`src/rtl/ps2_pkg.sv`:
```
// Shared PS/2 set-2 constants and receiver frame-state encoding.
package ps2_pkg;

  localparam logic [7:0] PS2_PREFIX_EXT   = 8'hE0;
  localparam logic [7:0] PS2_PREFIX_BREAK = 8'hF0;

  localparam logic [7:0] KEY_W = 8'h1D;
  localparam logic [7:0] KEY_A = 8'h1C;
  localparam logic [7:0] KEY_S = 8'h1B;
  localparam logic [7:0] KEY_D = 8'h23;

  typedef enum logic [1:0] {
    IDLE   = 2'd0,
    DATA   = 2'd1,
    PARITY = 2'd2,
    STOP   = 2'd3
  } ps2_state_e;

endpackage

```
`src/rtl/ps2_clk_filter.sv`:
```
// Synchronises the PS/2 pins, deglitches ps2_clk and emits a one-cycle strobe
// on each accepted falling edge of the filtered clock.
module ps2_clk_filter #(
  parameter int FILTER_LEN = 4
) (
  input  logic clk,
  input  logic rst,
  input  logic ps2_clk,
  input  logic ps2_data,
  output logic data_sync,
  output logic fall
);

  localparam logic [3:0] CNT_LAST = 4'(FILTER_LEN - 1);

  logic [1:0] clk_sync;
  logic [1:0] data_sq;
  logic       clk_filt;
  logic [3:0] cnt;

  assign data_sync = data_sq[1];

  always_ff @(posedge clk or negedge rst) begin
    if (!rst) begin
      clk_sync <= 2'b11;
      data_sq  <= 2'b11;
      clk_filt <= 1'b1;
      cnt      <= '0;
      fall     <= 1'b0;
    end else begin
      clk_sync <= {clk_sync[0], ps2_clk};
      data_sq  <= {data_sq[0], ps2_data};
      fall     <= 1'b0;
      // cnt tracks how many consecutive samples disagree with the filtered level
      if (clk_sync[1] == clk_filt) begin
        cnt <= '0;
      end else if (cnt == CNT_LAST) begin
        clk_filt <= clk_sync[1];
        cnt      <= '0;
        fall     <= ~clk_sync[1];
      end else begin
        cnt <= cnt + 4'd1;
      end
    end
  end

endmodule

```
`src/rtl/ps2_key_receiver.sv`:
```
// PS/2 keyboard frame receiver: deserialises frames, strips E0/F0 prefixes and
// strobes make/break events with the decoded scancode.
//
//   state  | meaning
//   IDLE   | waiting for a start bit (data=0 on a clock fall)
//   DATA   | shifting in 8 data bits, LSB first
//   PARITY | capturing the odd-parity bit
//   STOP   | checking stop bit and parity, then decode or report error
module ps2_key_receiver
  import ps2_pkg::*;
#(
  parameter int FILTER_LEN     = 4,
  parameter int TIMEOUT_CYCLES = 50000
) (
  input  logic       clk,
  input  logic       rst,
  input  logic       ps2_clk,
  input  logic       ps2_data,
  output logic [7:0] key,
  output logic       key_pressed,
  output logic       key_released,
  output logic       key_extended,
  output logic       frame_err
);

  localparam int TW = (TIMEOUT_CYCLES > 1) ? $clog2(TIMEOUT_CYCLES) : 1;
  localparam logic [TW-1:0] T_LAST = TW'(TIMEOUT_CYCLES - 1);

  ps2_state_e    state, state_n;
  logic          data_sync;
  logic          fall;
  logic [2:0]    bit_cnt;
  logic [7:0]    shreg;
  logic          parity_bit;
  logic [TW-1:0] tcnt;
  logic          ext, brk;
  logic          abort;
  logic          byte_ok;

  ps2_clk_filter #(.FILTER_LEN(FILTER_LEN)) u_filter (
    .clk       (clk),
    .rst       (rst),
    .ps2_clk   (ps2_clk),
    .ps2_data  (ps2_data),
    .data_sync (data_sync),
    .fall      (fall)
  );

  always_ff @(posedge clk or negedge rst) begin
    if (!rst) state <= IDLE;
    else      state <= state_n;
  end

  always_comb begin
    state_n = state;
    abort   = 1'b0;
    byte_ok = 1'b0;
    case (state)
      IDLE:   if (fall && !data_sync) state_n = DATA;
      DATA:   if (fall && bit_cnt == 3'd7) state_n = PARITY;
      PARITY: if (fall) state_n = STOP;
      STOP: begin
        if (fall) begin
          state_n = IDLE;
          if (data_sync && ((^shreg) ^ parity_bit)) byte_ok = 1'b1;
          else                                      abort   = 1'b1;
        end
      end
      default: state_n = IDLE;
    endcase
    // a fall in the same cycle keeps the frame alive
    if (state != IDLE && !fall && tcnt == T_LAST) begin
      state_n = IDLE;
      abort   = 1'b1;
    end
  end

  always_ff @(posedge clk or negedge rst) begin
    if (!rst) begin
      bit_cnt      <= '0;
      shreg        <= '0;
      parity_bit   <= 1'b0;
      tcnt         <= '0;
      ext          <= 1'b0;
      brk          <= 1'b0;
      key          <= 8'h00;
      key_extended <= 1'b0;
      key_pressed  <= 1'b0;
      key_released <= 1'b0;
      frame_err    <= 1'b0;
    end else begin
      key_pressed  <= 1'b0;
      key_released <= 1'b0;
      frame_err    <= abort;

      if (fall || state == IDLE) tcnt <= '0;
      else                       tcnt <= tcnt + 1'b1;

      if (fall) begin
        case (state)
          IDLE:   bit_cnt <= '0;
          DATA: begin
            shreg   <= {data_sync, shreg[7:1]};
            bit_cnt <= bit_cnt + 3'd1;
          end
          PARITY: parity_bit <= data_sync;
          default: ;
        endcase
      end

      if (abort) begin
        ext <= 1'b0;
        brk <= 1'b0;
      end else if (byte_ok) begin
        if (shreg == PS2_PREFIX_EXT) begin
          ext <= 1'b1;
        end else if (shreg == PS2_PREFIX_BREAK) begin
          brk <= 1'b1;
        end else begin
          key          <= shreg;
          key_extended <= ext;
          key_pressed  <= ~brk;
          key_released <= brk;
          ext          <= 1'b0;
          brk          <= 1'b0;
        end
      end
    end
  end

endmodule

```
`config.mk`:
```
export PLATFORM = sky130hd
export DESIGN_NAME = ps2_key_receiver
export DESIGN_NICKNAME = d
export VERILOG_FILES = /design/src/rtl/ps2_pkg.sv /design/src/rtl/ps2_clk_filter.sv /design/src/rtl/ps2_key_receiver.sv
export SDC_FILE = /design/constraint.sdc
export NUM_CORES = 1
export LEC_CHECK = 0
export BUFFER_PORTS_ARGS = -buffer_cell sky130_fd_sc_hd__buf_2
export CAP_MARGIN = 20
export CORE_UTILIZATION = 60
export DETAILED_ROUTE_END_ITERATION = 8
export PLACE_DENSITY = 0.79
export RECOVER_POWER = 25
export SKIP_LAST_GASP = 1
export SLEW_MARGIN = 10
export SYNTH_ARGS = -nofsm -noshare
export SYNTH_HDL_FRONTEND = slang
export SYNTH_HIERARCHICAL = 1
export SYNTH_SLANG_ARGS = --single-unit
```
`constraint.sdc`:
```
create_clock -name clk -period 3.9 [get_ports clk]
set_input_delay 0.975 -clock clk [delete_from_list [all_inputs] [get_ports clk]]
set_output_delay 0.975 -clock clk [all_outputs]
set_load 0.02 [all_outputs]
```
# Yosys cells after proc, flatten, opt, wreduce, memory -nomap -nowiden
# Index checks and enable logic that the tools add are counted.
[word_totals]
input_bits = 4
output_inout_bits = 12
register_bits = 54
wordCells = 98
[op_classes]
n_eq_ne = 15
reduce_logical = 21
muxes = 35
bitwise = 7
addsub = 3
[ops]
columns = ["op", "count"]
rows = [
  ["$mux W1", 25],
  ["$add A16 B1 Y16 const B", 1],
  ["$eq A16 B16 Y1 const B", 1],
  ["$eq A8 B8 Y1 const B", 2],
  ["$mux W16", 1],
  ["$reduce_and A2 Y1", 6],
  ["$mux W2", 5],
  ["$ne A3 B3 Y1 const B", 3],
  ["$mux W4", 2],
  ["$pmux W2 S4", 1],
  ["$reduce_and A4 Y1", 2],
  ["$reduce_xor A8 Y1", 1],
  ["$ne A3 B2 Y1 const B", 2],
  ["$not A1 Y1", 6],
  ["$pmux W3 S2", 1],
  ["$reduce_bool A2 Y1", 3],
  ["$logic_and A1 B1 Y1", 5],
  ["$add A4 B1 Y4 const B", 1],
  ["$eq A2 B2 Y1 const B", 2],
  ["$eq A4 B2 Y1 const B", 1],
  ["$add A3 B1 Y3 const B", 1],
  ["$eq A3 B3 Y1 const B", 1],
  ["$eq A2 B1 Y1 const B", 1],
  ["$logic_not A1 Y1", 2],
  ["5 further kinds", 5],
]

# Longest topological paths before layout
# Gate-level depths: netlist (run 1).
[logic_depth]
word_depth = 9
mapped_depth = 7
depth_no_buf = 6

# Modules after synthesis
# The synthesis (run 1) kept the hierarchy.
[modules_own_cells]
columns = ["module", "seq_area_each_um2", "n_inst", "area_per_inst_um2", "cells_each"]
rows = [
  ["ps2_key_receiver", 1101.1, 1, 2184.6, 193],
  ["ps2_clk_filter", 256.5, 1, 371.6, 24],
]

# Worst setup path after synthesis (run 1)
# Ideal clock, no wire load.
[synth_timing]
path_kind = "reg2reg"
startpoint = "register shreg[1]"
endpoint = "register key[0]"
n_path_buf = 1
stages_incl_launch_ff = 8
path_slack_ns = 1.809
period_less_slack_ns = 2.091
t_arrival_ns = 1.966
setup_ns = 0.125
required_time_ns = 3.775
path_cell_list = "dfrtp_1 inv_1 ha_1 xnor3_1 xnor2_2 and4b_4 buf_12 mux2_4"
[synth_between]
elab_chain_len = 9
word_cells_on_any_way = 16
cone_classes = "eq/ne (2); mux (7); bitwise (4); reduce/logical (3)"
[synth_lines]
columns = ["element", "line", "text"]
rows = [
  ["start: declaration", "ps2_key_receiver.sv:33", "logic [7:0] shreg;"],
  ["start signal: assignment", "ps2_key_receiver.sv:103", "shreg <= {data_sync, shreg[7:1]};"],
  ["$reduce_xor A8 Y1", "ps2_key_receiver.sv:65", "if (data_sync && ((^shreg) ^ parity_bit)) byte_ok = 1'b1;"],
  ["$xor A1 B1 Y1", "ps2_key_receiver.sv:65", ""],
  ["$logic_and A1 B1 Y1", "ps2_key_receiver.sv:65", ""],
  ["$mux W1", "ps2_key_receiver.sv:65", ""],
  ["$mux W1", "ps2_key_receiver.sv:63", "if (fall) begin"],
  ["$mux W1", "ps2_key_receiver.sv:58", "case (state)"],
  ["$mux W1", "ps2_key_receiver.sv:72", "if (state != IDLE && !fall && tcnt == T_LAST) begin"],
  ["$not A1 Y1 (no source line)", "-", ""],
  ["$reduce_and A4 Y1 (no source line) *", "-", ""],
  ["end signal: assignment", "ps2_key_receiver.sv:120", "key <= shreg;"],
  ["end: declaration", "ps2_key_receiver.sv:19", "output logic [7:0] key,"],
]
# Mark *: on every way between the ends. The rest lies on a longest branch, timed or not.
# A chain may end at the register's enable or synchronous reset.

# Worst setup path in the final report (run 1)
[layout_timing]
startpoint = "register shreg[1]"
endpoint = "register key_extended"
[layout_between]
elab_chain_len = 9
word_cells_on_any_way = 16
cone_classes = "eq/ne (2); mux (7); bitwise (4); reduce/logical (3)"
[layout_lines]
columns = ["element", "line", "text"]
rows = [
  ["$reduce_xor A8 Y1", "ps2_key_receiver.sv:65", ""],
  ["$xor A1 B1 Y1", "ps2_key_receiver.sv:65", ""],
  ["$logic_and A1 B1 Y1", "ps2_key_receiver.sv:65", ""],
  ["$mux W1", "ps2_key_receiver.sv:65", ""],
  ["$mux W1", "ps2_key_receiver.sv:63", ""],
  ["$mux W1", "ps2_key_receiver.sv:58", ""],
  ["$mux W1", "ps2_key_receiver.sv:72", ""],
  ["$not A1 Y1 (no source line)", "-", ""],
  ["$reduce_and A4 Y1 (no source line) *", "-", ""],
  ["end signal: assignment", "ps2_key_receiver.sv:121", "key_extended <= ext;"],
  ["end: declaration", "ps2_key_receiver.sv:22", "output logic key_extended,"],
]
# Marks and branches as above.

==> flow_metrics.env, run 1 <==
export IMPL_drive_gt1_share_pct=20.8
export IMPL_tns_ns=0
export IMPL_total_power_mw=1.33
export IMPL_port_buffers=15
export IMPL_first_global_vias=1628
export IMPL_die_h_um=67.3
export IMPL_hold_viol=0
export IMPL_place_inst=278
export IMPL_ys_types=42
export IMPL_grt_use_total_pct=20.9
export IMPL_grt_pass1_wl_um=6940
export IMPL_p_leak_nw=1.30
export IMPL_ys_ff_latch=54
export IMPL_grt_max_degree=52
export IMPL_worstMarginPinSlew_ns=0.613
export IMPL_grt_setup_unrepaired="false"
export IMPL_synth_area_top_cells="dfrtp_1 48%, ha_1 6.4%, dfstp_2 5.1%"
export IMPL_start_util_pct=63.0
export IMPL_wl_per_cell_um=14.2
export IMPL_cts_resized_gates=0
export IMPL_root_buffer="clkbuf_8"
export IMPL_yosysTopAreaCellShare_pct=48.0
export IMPL_max_cap_violations=0
export IMPL_antenna_found_initial=0
export IMPL_rows=23
export IMPL_synth_enable_flop_cells=0
export IMPL_top_usage_layer="met2"
export IMPL_p_per_area_nw_per_um2=480
export IMPL_dieWidth_um=67.3
export IMPL_skew_ns=0.00896
export IMPL_clock_path_buffers=2
export IMPL_nets=252
export IMPL_syn_area_per_cell_um2=11.8
export IMPL_vias=1613
export IMPL_crit_required_ns=4.10
export IMPL_finalSetupViolCount=0
export IMPL_io_pins=16
export IMPL_yosysMostFrequentCell="dfrtp_1"
export IMPL_core_um2=4060
export IMPL_cts_tree="done"
export IMPL_ctsHoldBuffers=0
export IMPL_wirelength_um=4050
export IMPL_antenna_cells=0
export IMPL_place_gp_congestion=0.785
export IMPL_max_freq_ghz=0.442
export IMPL_worstSetupStartpointType="register"
export IMPL_grt_use_met3_pct=5.07
export IMPL_synth_async_reset_ratio_pct=100
export IMPL_syn_cell_area_um2=2560
export IMPL_syn_nets=234
export IMPL_cts_sinks=54
export IMPL_end_kind="register"
export IMPL_timing_final_max_slew_violations=0
export IMPL_fin_cells=286
export IMPL_yosysSeqAreaShare_pct=53.1
export IMPL_overflow=0
export IMPL_crit_arrival_ns=2.46
export IMPL_status="complete, no violations"
export IMPL_cts_setup_buffers=0
export IMPL_period_share_pct=58.0
export IMPL_clock_latency_ns=0.31
export IMPL_cts_buffers=5
export IMPL_final_core_util_pct=68.4
export IMPL_via_per_inst=5.64
export IMPL_drt_first_iter_violations=76
export IMPL_drt_antenna_violating_nets=0
export IMPL_die_area_um2=4530
export IMPL_drtPass1Iterations=4
export IMPL_critPathMaxFanout=11
export IMPL_syn_inst=217
export IMPL_vdd_drop_max_mv=0.281
export IMPL_critical_path_class="reg -> reg"
export IMPL_globalRouteMet1Util_pct=24.3
export IMPL_period_needed_ns=2.26
export IMPL_clkTransAtPathRegs_ns=0.09
export IMPL_grt_util_met2_pct=36.4
export IMPL_drc=0
export IMPL_dp_final_hpwl_um=2880
export IMPL_slew_headroom_pct=59.2
export IMPL_yosys_area_top_type="dfrtp_1"
export IMPL_htree_levels=2
export IMPL_synth_warnings=6
export IMPL_synth_ff_type="dfrtp_1"
export IMPL_hold_path_class="reg -> reg"
export IMPL_synth_common_cells="49 x dfrtp_1, 15 x nor2_1, 13 x ha_1, 13 x nand2_1, 13 x o21ai_0"
export IMPL_area_delta_synth_final_pct=8.61
==> worst max-delay path: stages (launching register included) <==
cell and delay, ns:
dfrtp_1 0.38, inv_1 0.06, ha_1 0.27, xnor3_1 0.42
xnor2_2 0.24, and4b_4 0.42, mux2_2 0.36
==> registers in the layout, summed over array words and instances, names as in the netlist, 2 cells and up <==
register           count
bit_cnt                3
tcnt                  16
shreg                  8
key                    8
u_filter/data_sq       2
state                  2
u_filter/cnt           4
u_filter/clk_sync      2
==> kinds of logic after synthesis <==
| family | count (synthesis) | synth area share, % |
|---|---|---|
| flip-flops | 54 | 53.1 |
| AND/OR/NAND/NOR | 72 | 15.9 |
| buffers and inverters | 16 | 3.03 |
| XOR/XNOR | 14 | 5.63 |
| adder cells (fa/ha/maj) | 13 | 6.36 |
| AO/OA/AOI/OAI | 33 | 8.17 |
| multiplexers | 15 | 7.78 |
==> power by group <==
part           switching, mW  internal [mW]
clock                  0.174          0.192
combinational          0.161          0.132
sequential            0.0527          0.621
==> routing by layer <==
layer	vias to the layer above	wire [um]	part of all wire, %
met3	8	107	2.6
met4	0	82	2.0
met1	778	1940	48
met5	-	0	0
met2	26	1920	47
li1	801	-	-
==> worst paths after layout <==
kind / slack [ns] / from / to / cells past startpoint
max: 1.64 / shreg[1] / key_extended / 6
min: 0.36 / u_filter/data_sq[0] / u_filter/data_sq[1] / 0
max reg2reg: 1.64 / shreg[1] / key_extended / 6
min reg2reg: 0.36 / u_filter/data_sq[0] / u_filter/data_sq[1] / 0
max in group asynchronous: 2.63 / rst / u_filter/clk_sync[0] / 2
min in group asynchronous: 0.67 / rst / tcnt[13] / 1
==> final cells by class <==
class	count	area, um2
sequential	54	1360
inverter	10	37.5
clock inverter	2	37.5
clock buffer	6	72.6
fill	301	1280
multi-input combinational	147	1120
timing repair buffer	17	92.6
tap	50	62.6
==> placed cells by master, fill, tap and decap left out, types with 5 or more instances in the layout <==
cell type / synthesis / final
a21oi_1: 6 / 6
buf_2: 1 / 14
clkbuf_8: 0 / 5
dfrtp_1: 49 / 49
ha_1: 13 / 13
inv_1: 10 / 10
mux2_2: 6 / 6
mux2_4: 8 / 8
nand2_1: 13 / 13
nand3_1: 10 / 10
nand4_1: 5 / 5
nor2_1: 15 / 15
o211ai_1: 8 / 8
o21ai_0: 13 / 13
or3_1: 5 / 5
xnor2_1: 5 / 5
xor2_1: 7 / 7
==> through the flow <==
step / area [um2] / hold WS, ns / setup WS, ns
floorplan: 2560 / 0.345 / 1.81
global placement: 2670 / 0.347 / 1.71
detailed placement: 2670 / 0.347 / 1.64
CTS: 2780 / 0.361 / 1.63
global route: 2780 / 0.366 / 1.51
finish: 2780 / 0.360 / 1.64
Power figures use the tool's default switching activity.
==> run 2: changes to the inputs <==
--- a/config.mk
+++ b/config.mk
@@ -5,6 +5,7 @@
 export SDC_FILE = /design/constraint.sdc
 export NUM_CORES = 1
 export LEC_CHECK = 0
+export ABC_AREA = 1
 export BUFFER_PORTS_ARGS = -buffer_cell sky130_fd_sc_hd__buf_2
 export CAP_MARGIN = 20
 export CORE_UTILIZATION = 60
==> constraint.sdc (replaced) <==
create_clock -name clk -period 2.1 [get_ports clk]
set_input_delay 0.525 -clock clk [delete_from_list [all_inputs] [get_ports clk]]
set_output_delay 0.525 -clock clk [all_outputs]
set_load 0.02 [all_outputs]
==> run 2 against run 1 <==
  * Register-to-register slack lost 1.4 ns
  * Global-route usage is 0.45 points lower
  * Total power up 88%
  * Combinational power increased by 100%
  * Largest cell class unchanged
  * Highest routed layer unchanged
==> flow_metrics.env, run 2 <==
export IMPL_overflow=0
export IMPL_place_gp_congestion=0.798
export IMPL_wl_per_cell_um=11.6
export IMPL_cts_setup_buffers=0
export IMPL_place_area_um2=2740
export IMPL_clkTransAtPathRegs_ns=0.10
export IMPL_synth_top_family_by_area="simple AND/OR/NAND/NOR gates"
export IMPL_synth_ff_type="dfrtp_1"
export IMPL_min_path_cells=1
export IMPL_syn_inst=285
export IMPL_cts_resized_gates=0
export IMPL_crit_reg2reg_capture="key[4]"
export IMPL_regMostFlops="tcnt"
export IMPL_worstMarginPinSlew_ns=1.21
export IMPL_finalSetupViolCount=0
export IMPL_critPathMaxFanout=19
export IMPL_synth_compound_area_share_pct=9.91
export IMPL_clock_latency_ns=0.30
export IMPL_synth_area_top_cells="dfrtp_1 47%, nand2_1 8.5%, ha_1 6.3%"
export IMPL_drc=0
export IMPL_cts_tree="done"
export IMPL_max_freq_ghz=0.535
export IMPL_vdd_drop_max_mv=0.474
export IMPL_rows=23
export IMPL_cts_sinks=54
export IMPL_grt_use_total_pct=20.4
export IMPL_status="complete, no violations"
export IMPL_crit_required_ns=2.30
export IMPL_wirelength_um=4130
export IMPL_critical_path_class="reg -> reg"
export IMPL_r2r_slack_ns=0.23
export IMPL_yosysTopAreaCellShare_pct=47.2
export IMPL_nFillCells=319
export IMPL_synthXorXnorAreaFrac_pct=1.68
export IMPL_hold_path_class="in -> reg"
export IMPL_yosys_area_top_type="dfrtp_1"
export IMPL_synth_area_mux_share_pct=0
export IMPL_nets=323
export IMPL_grt_pass1_wl_um=6960
export IMPL_syn_nets=302
export IMPL_grt_max_degree=33
export IMPL_min_to="u_filter/data_sq[0]"
export IMPL_yosysSeqAreaShare_pct=52.2
export IMPL_multi_input_area_um2=1070
export IMPL_yosysMostFrequentCell="nand2_1"
export IMPL_clock_path_buffers=2
export IMPL_antenna_cells=0
export IMPL_syn_cell_area_um2=2600
export IMPL_design_area_um2=2860
export IMPL_period_share_pct=89.0
export IMPL_p_per_area_nw_per_um2=879
export IMPL_die_h_um=67.8
export IMPL_layout_commonest_cell="nand2_1"
export IMPL_end_kind="register"
export IMPL_vias=1830
export IMPL_synth_enable_flop_cells=0
export IMPL_hold_worst_slack_ns=0.314
export IMPL_crit_start="shreg[6]"
export IMPL_synthAdderAreaFrac_pct=6.26
export IMPL_ys_ff_latch=54
export IMPL_hold_viol=0
export IMPL_slew_headroom_pct=19.4
export IMPL_dp_slack_ns=0.288
export IMPL_htree_levels=2
export IMPL_first_global_vias=1660
export IMPL_synth_warnings=6
export IMPL_drt_first_iter_violations=114
export IMPL_period_needed_ns=1.87
export IMPL_skew_ns=0.00818
export IMPL_core_um2=4090
export IMPL_port_buffers=15
export IMPL_worstSetupStartpointType="register"
export IMPL_top_regs="tcnt (16), key (8), shreg (8)"
export IMPL_crit_arrival_ns=2.07
export IMPL_dieWidth_um=67.8
export IMPL_tns_ns=0
export IMPL_via_per_inst=5.13
export IMPL_drt_antenna_violating_nets=0
export IMPL_yosys_area_share_simple_pct=23.4
export IMPL_antenna_found_initial=0
export IMPL_start_util_pct=63.6
export IMPL_synth_async_reset_ratio_pct=100
export IMPL_ys_types=30
export IMPL_r2r_start="shreg[6]"
export IMPL_worstHoldStart="ps2_data"
export IMPL_die_area_um2=4600
export IMPL_cts_buffers=5
export IMPL_area_delta_synth_final_pct=9.82
export IMPL_final_core_util_pct=69.9
export IMPL_seq_area_um2=1360
export IMPL_ctsHoldBuffers=0
export IMPL_io_pins=16
export IMPL_syn_area_per_cell_um2=9.12
export IMPL_synth_common_cells="59 x nand2_1, 49 x dfrtp_1, 36 x inv_1, 25 x nor2_1, 19 x o21ai_0"
export IMPL_worst_slack_ns=0.232
export IMPL_reg2regPathDepth=13
export IMPL_drtPass1Iterations=4
export IMPL_root_buffer="clkbuf_8"
export IMPL_timing_final_max_slew_violations=0
export IMPL_largest_register_ffs=16
export IMPL_final_cell_mix="59 x nand2_1, 49 x dfrtp_1, 36 x inv_1"
export IMPL_p_leak_nw=1.39
export IMPL_grt_setup_unrepaired="false"
export IMPL_max_cap_violations=0
export IMPL_dp_final_hpwl_um=3060
export IMPL_drive_gt1_share_pct=19.5
## run 2: layout make-up
class / count / share of cell area, %
Inverter: 41 / 5.39
Clock inverter: 3 / 1.58
Multi-Input combinational cell: 188 / 37.6
Clock buffer: 5 / 2.41
Sequential cell: 54 / 47.5
Timing Repair Buffer: 16 / 3.29
Tap cell: 50 / 2.19
## run 2: critical path, cell delays in order (launching register included)
cell and delay, ns:
dfrtp_1 0.41, ha_1 0.34, inv_1 0.09, nand2_2 0.06, nand2_1 0.05, nand2_1 0.06, nand2_1 0.06, nand2_1 0.06
nand2_1 0.07, nand2_2 0.07, nor2_4 0.14, nand2_4 0.17, nand2_1 0.13, o21ai_2 0.06
## run 2: how the worst max path moves through the flow
stage,cells after the start,slack [ns],end
global placement,10,0.32,key[3]
finish,13,0.23,key[4]
CTS,13,0.24,key[4]
global route,10,0.07,key[4]
floorplan,11,0.41,key_extended
detailed placement,10,0.29,key[3]
## run 2: power breakdown
part | total [mW] | switching, mW | internal, mW
Combinational | 0.592 | 0.375 | 0.217
Sequential | 1.23 | 0.0819 | 1.15
Clock | 0.685 | 0.330 | 0.355
Total | 2.51 | 0.787 | 1.72
## run 2: logic make-up (layout without fill, tap and decap cells)
kind of cell,count (synthesis),count (layout)
compound gates,43,43
xor+xnor,5,5
fa+ha+maj,13,13
buf+inv,43,65
flops,54,54
simple gates,127,127
## run 2: stage by stage
stage / total power [mW] / cells
2_1_floorplan: 1.70 / 285
3_3_place_gp: 1.82 / 349
3_5_place_dp: 1.85 / 349
4_1_cts: 2.54 / 357
5_1_grt: 2.69 / 357
6_report: 2.51 / 357
## run 2: routing by layer
metal	track usage [%]	share of wire, %	vias up
met2	32.8	46	26
met4	6.25	1.0	0
met5	0	0	-
met3	5.00	3.3	6
li1	-	-	954
met1	27.2	49	844
==> run 3: changes to the inputs <==
==> constraint.sdc (replaced) <==
create_clock -name clk -period 2.2 [get_ports clk]
set_input_delay 0.55 -clock clk [delete_from_list [all_inputs] [get_ports clk]]
set_output_delay 0.55 -clock clk [all_outputs]
set_load 0.02 [all_outputs]
==> run 3 against run 2 <==
  * Register-to-register slack better by 0.12 ns
  * Combinational power is 5.1% lower
  * Routed wire length is 0.65% lower
  * Sequential power is 5% lower
  * Largest cell class unchanged
  * Via count is 0.87% higher
  * Critical path depth is 3 lower
  * Flip-flop and latch count stayed put
==> flow_metrics.env, run 3 (same netlist as run 2, synthesis figures left out) <==
export IMPL_status="complete, no violations"
export IMPL_vdd_drop_max_mv=0.437
export IMPL_cp_num_cells=10
export IMPL_hold_worst_slack_ns=0.336
export IMPL_grt_setup_unrepaired="false"
export IMPL_finalSetupViolCount=0
export IMPL_clock_latency_ns=0.30
export IMPL_port_buffers=15
export IMPL_tns_ns=0
export IMPL_crit_slowest_cell="dfrtp_1"
export IMPL_first_global_vias=1667
export IMPL_wirelength_um=4110
export IMPL_critical_path_class="reg -> reg"
export IMPL_worst_path_buf_inv=1
export IMPL_skew_ns=0.0114
export IMPL_min_path_cells=1
export IMPL_via_per_inst=5.16
export IMPL_crit_start="shreg[4]"
export IMPL_cts_buffers=5
export IMPL_worst_slack_ns=0.354
export IMPL_start_util_pct=63.6
export IMPL_die_h_um=67.8
export IMPL_reg2regPathDepth=10
export IMPL_antenna_cells=0
export IMPL_max_freq_ghz=0.542
export IMPL_dp_final_hpwl_um=3140
export IMPL_crit_reg2reg_capture="key[4]"
export IMPL_wl_per_cell_um=11.5
export IMPL_p_leak_nw=1.39
export IMPL_vias=1846
export IMPL_largest_register_ffs=16
export IMPL_timing_final_max_slew_violations=0
export IMPL_worstMarginPinSlew_ns=1.13
export IMPL_crit_required_ns=2.40
export IMPL_r2r_start="shreg[4]"
export IMPL_drt_first_iter_violations=86
export IMPL_area_delta_synth_final_pct=8.47
export IMPL_die_area_um2=4600
export IMPL_ctsHoldBuffers=0
export IMPL_clkTransAtPathRegs_ns=0.10
export IMPL_design_area_um2=2820
export IMPL_nets=324
export IMPL_grt_use_total_pct=21.2
export IMPL_drc=0
export IMPL_worstSetupStartpointType="register"
export IMPL_final_cell_mix="59 x nand2_1, 49 x dfrtp_1, 36 x inv_1"
export IMPL_end_kind="register"
export IMPL_top_regs="tcnt (16), key (8), shreg (8)"
export IMPL_multi_input_area_um2=1070
export IMPL_grt_max_degree=23
export IMPL_cts_resized_gates=0
export IMPL_io_pins=16
export IMPL_crit_arrival_ns=2.04
export IMPL_slew_headroom_pct=24.9
export IMPL_period_share_pct=83.9
export IMPL_nFillCells=320
export IMPL_seq_area_um2=1360
export IMPL_dieWidth_um=67.8
export IMPL_clock_path_buffers=2
export IMPL_cts_setup_buffers=0
export IMPL_max_cap_violations=0
export IMPL_root_buffer="clkbuf_8"
export IMPL_hold_viol=0
export IMPL_regMostFlops="tcnt"
export IMPL_r2r_slack_ns=0.35
export IMPL_crit_chain="inv_1 > ha_1 > xor2_1 > nand3_1 > nand2_1 > nand2_2 > nor2_4 > nand2_4 > nand2_1 > o21ai_2"
export IMPL_layout_commonest_cell="nand2_1"
export IMPL_drtPass1Iterations=4
export IMPL_antenna_found_initial=0
export IMPL_cts_sinks=54
export IMPL_drt_antenna_violating_nets=0
export IMPL_place_area_um2=2750
export IMPL_cts_tree="done"
export IMPL_period_needed_ns=1.85
export IMPL_path_common_cell="nand2_1"
export IMPL_hold_path_class="in -> reg"
export IMPL_htree_levels=2
export IMPL_grt_pass1_wl_um=7170
export IMPL_place_gp_congestion=0.856
export IMPL_overflow=0
export IMPL_drive_gt1_share_pct=19.5
export IMPL_core_um2=4090
export IMPL_dp_slack_ns=0.342
export IMPL_cpPeakStageDelay_ns=0.41
export IMPL_cp_endpoint="key[4]"
export IMPL_rows=23
export IMPL_critPathMaxFanout=19
export IMPL_p_per_area_nw_per_um2=806
export IMPL_crit_family="simple AND/OR/NAND/NOR gates"
## run 3: cell count changes in the layout (fill, tap and decap cells not counted), sizes merged
cell,previous run,this run
clkinvlp,2,0
clkinv,1,3
clkbuf,6,8
bufinv,1,0
## run 3: worst min-delay path by stage
stage	to	startpoint	slack [ns]
2_1_floorplan	bit_cnt[0]	rst	0.25
3_3_place_gp	u_filter/data_sq[1]	u_filter/data_sq[0]	0.35
3_5_place_dp	u_filter/data_sq[1]	u_filter/data_sq[0]	0.35
4_1_cts	tcnt[3]	rst	0.22
5_1_grt	u_filter/data_sq[0]	ps2_data	0.32
6_report	u_filter/clk_sync[0]	ps2_clk	0.34
## run 3: where the power goes
part	switching [mW]	internal [mW]
sequential	0.0754	1.10
combinational	0.358	0.204
clock	0.314	0.225
total	0.747	1.53
## run 3: area by class of cell
cell class              instances  share of cell area (%)
repair buffers                 17                    3.06
clock inverters                 2                   0.488
multi-input cells             188                    38.1
clock buffers                   6                    2.57
flip-flops and latches         54                    48.1
well taps                      50                    2.22
inverters                      41                    5.46
## run 3: metal layers
metal	GRT usage [%]	vias to the layer above	share of wire [%]
li1	-	957	-
met1	27.7	858	49
met2	34.9	25	47
met3	4.50	6	2.8
met4	7.03	0	1.4
met5	0	-	0
## run 3: through the flow
step	instances	util, %	power [mW]
2_1_floorplan	285	-	1.62
3_3_place_gp	350	67.3	1.74
3_5_place_dp	350	67.3	1.76
4_1_cts	358	69.4	2.30
5_1_grt	358	69.0	2.44
6_report	358	69.0	2.27
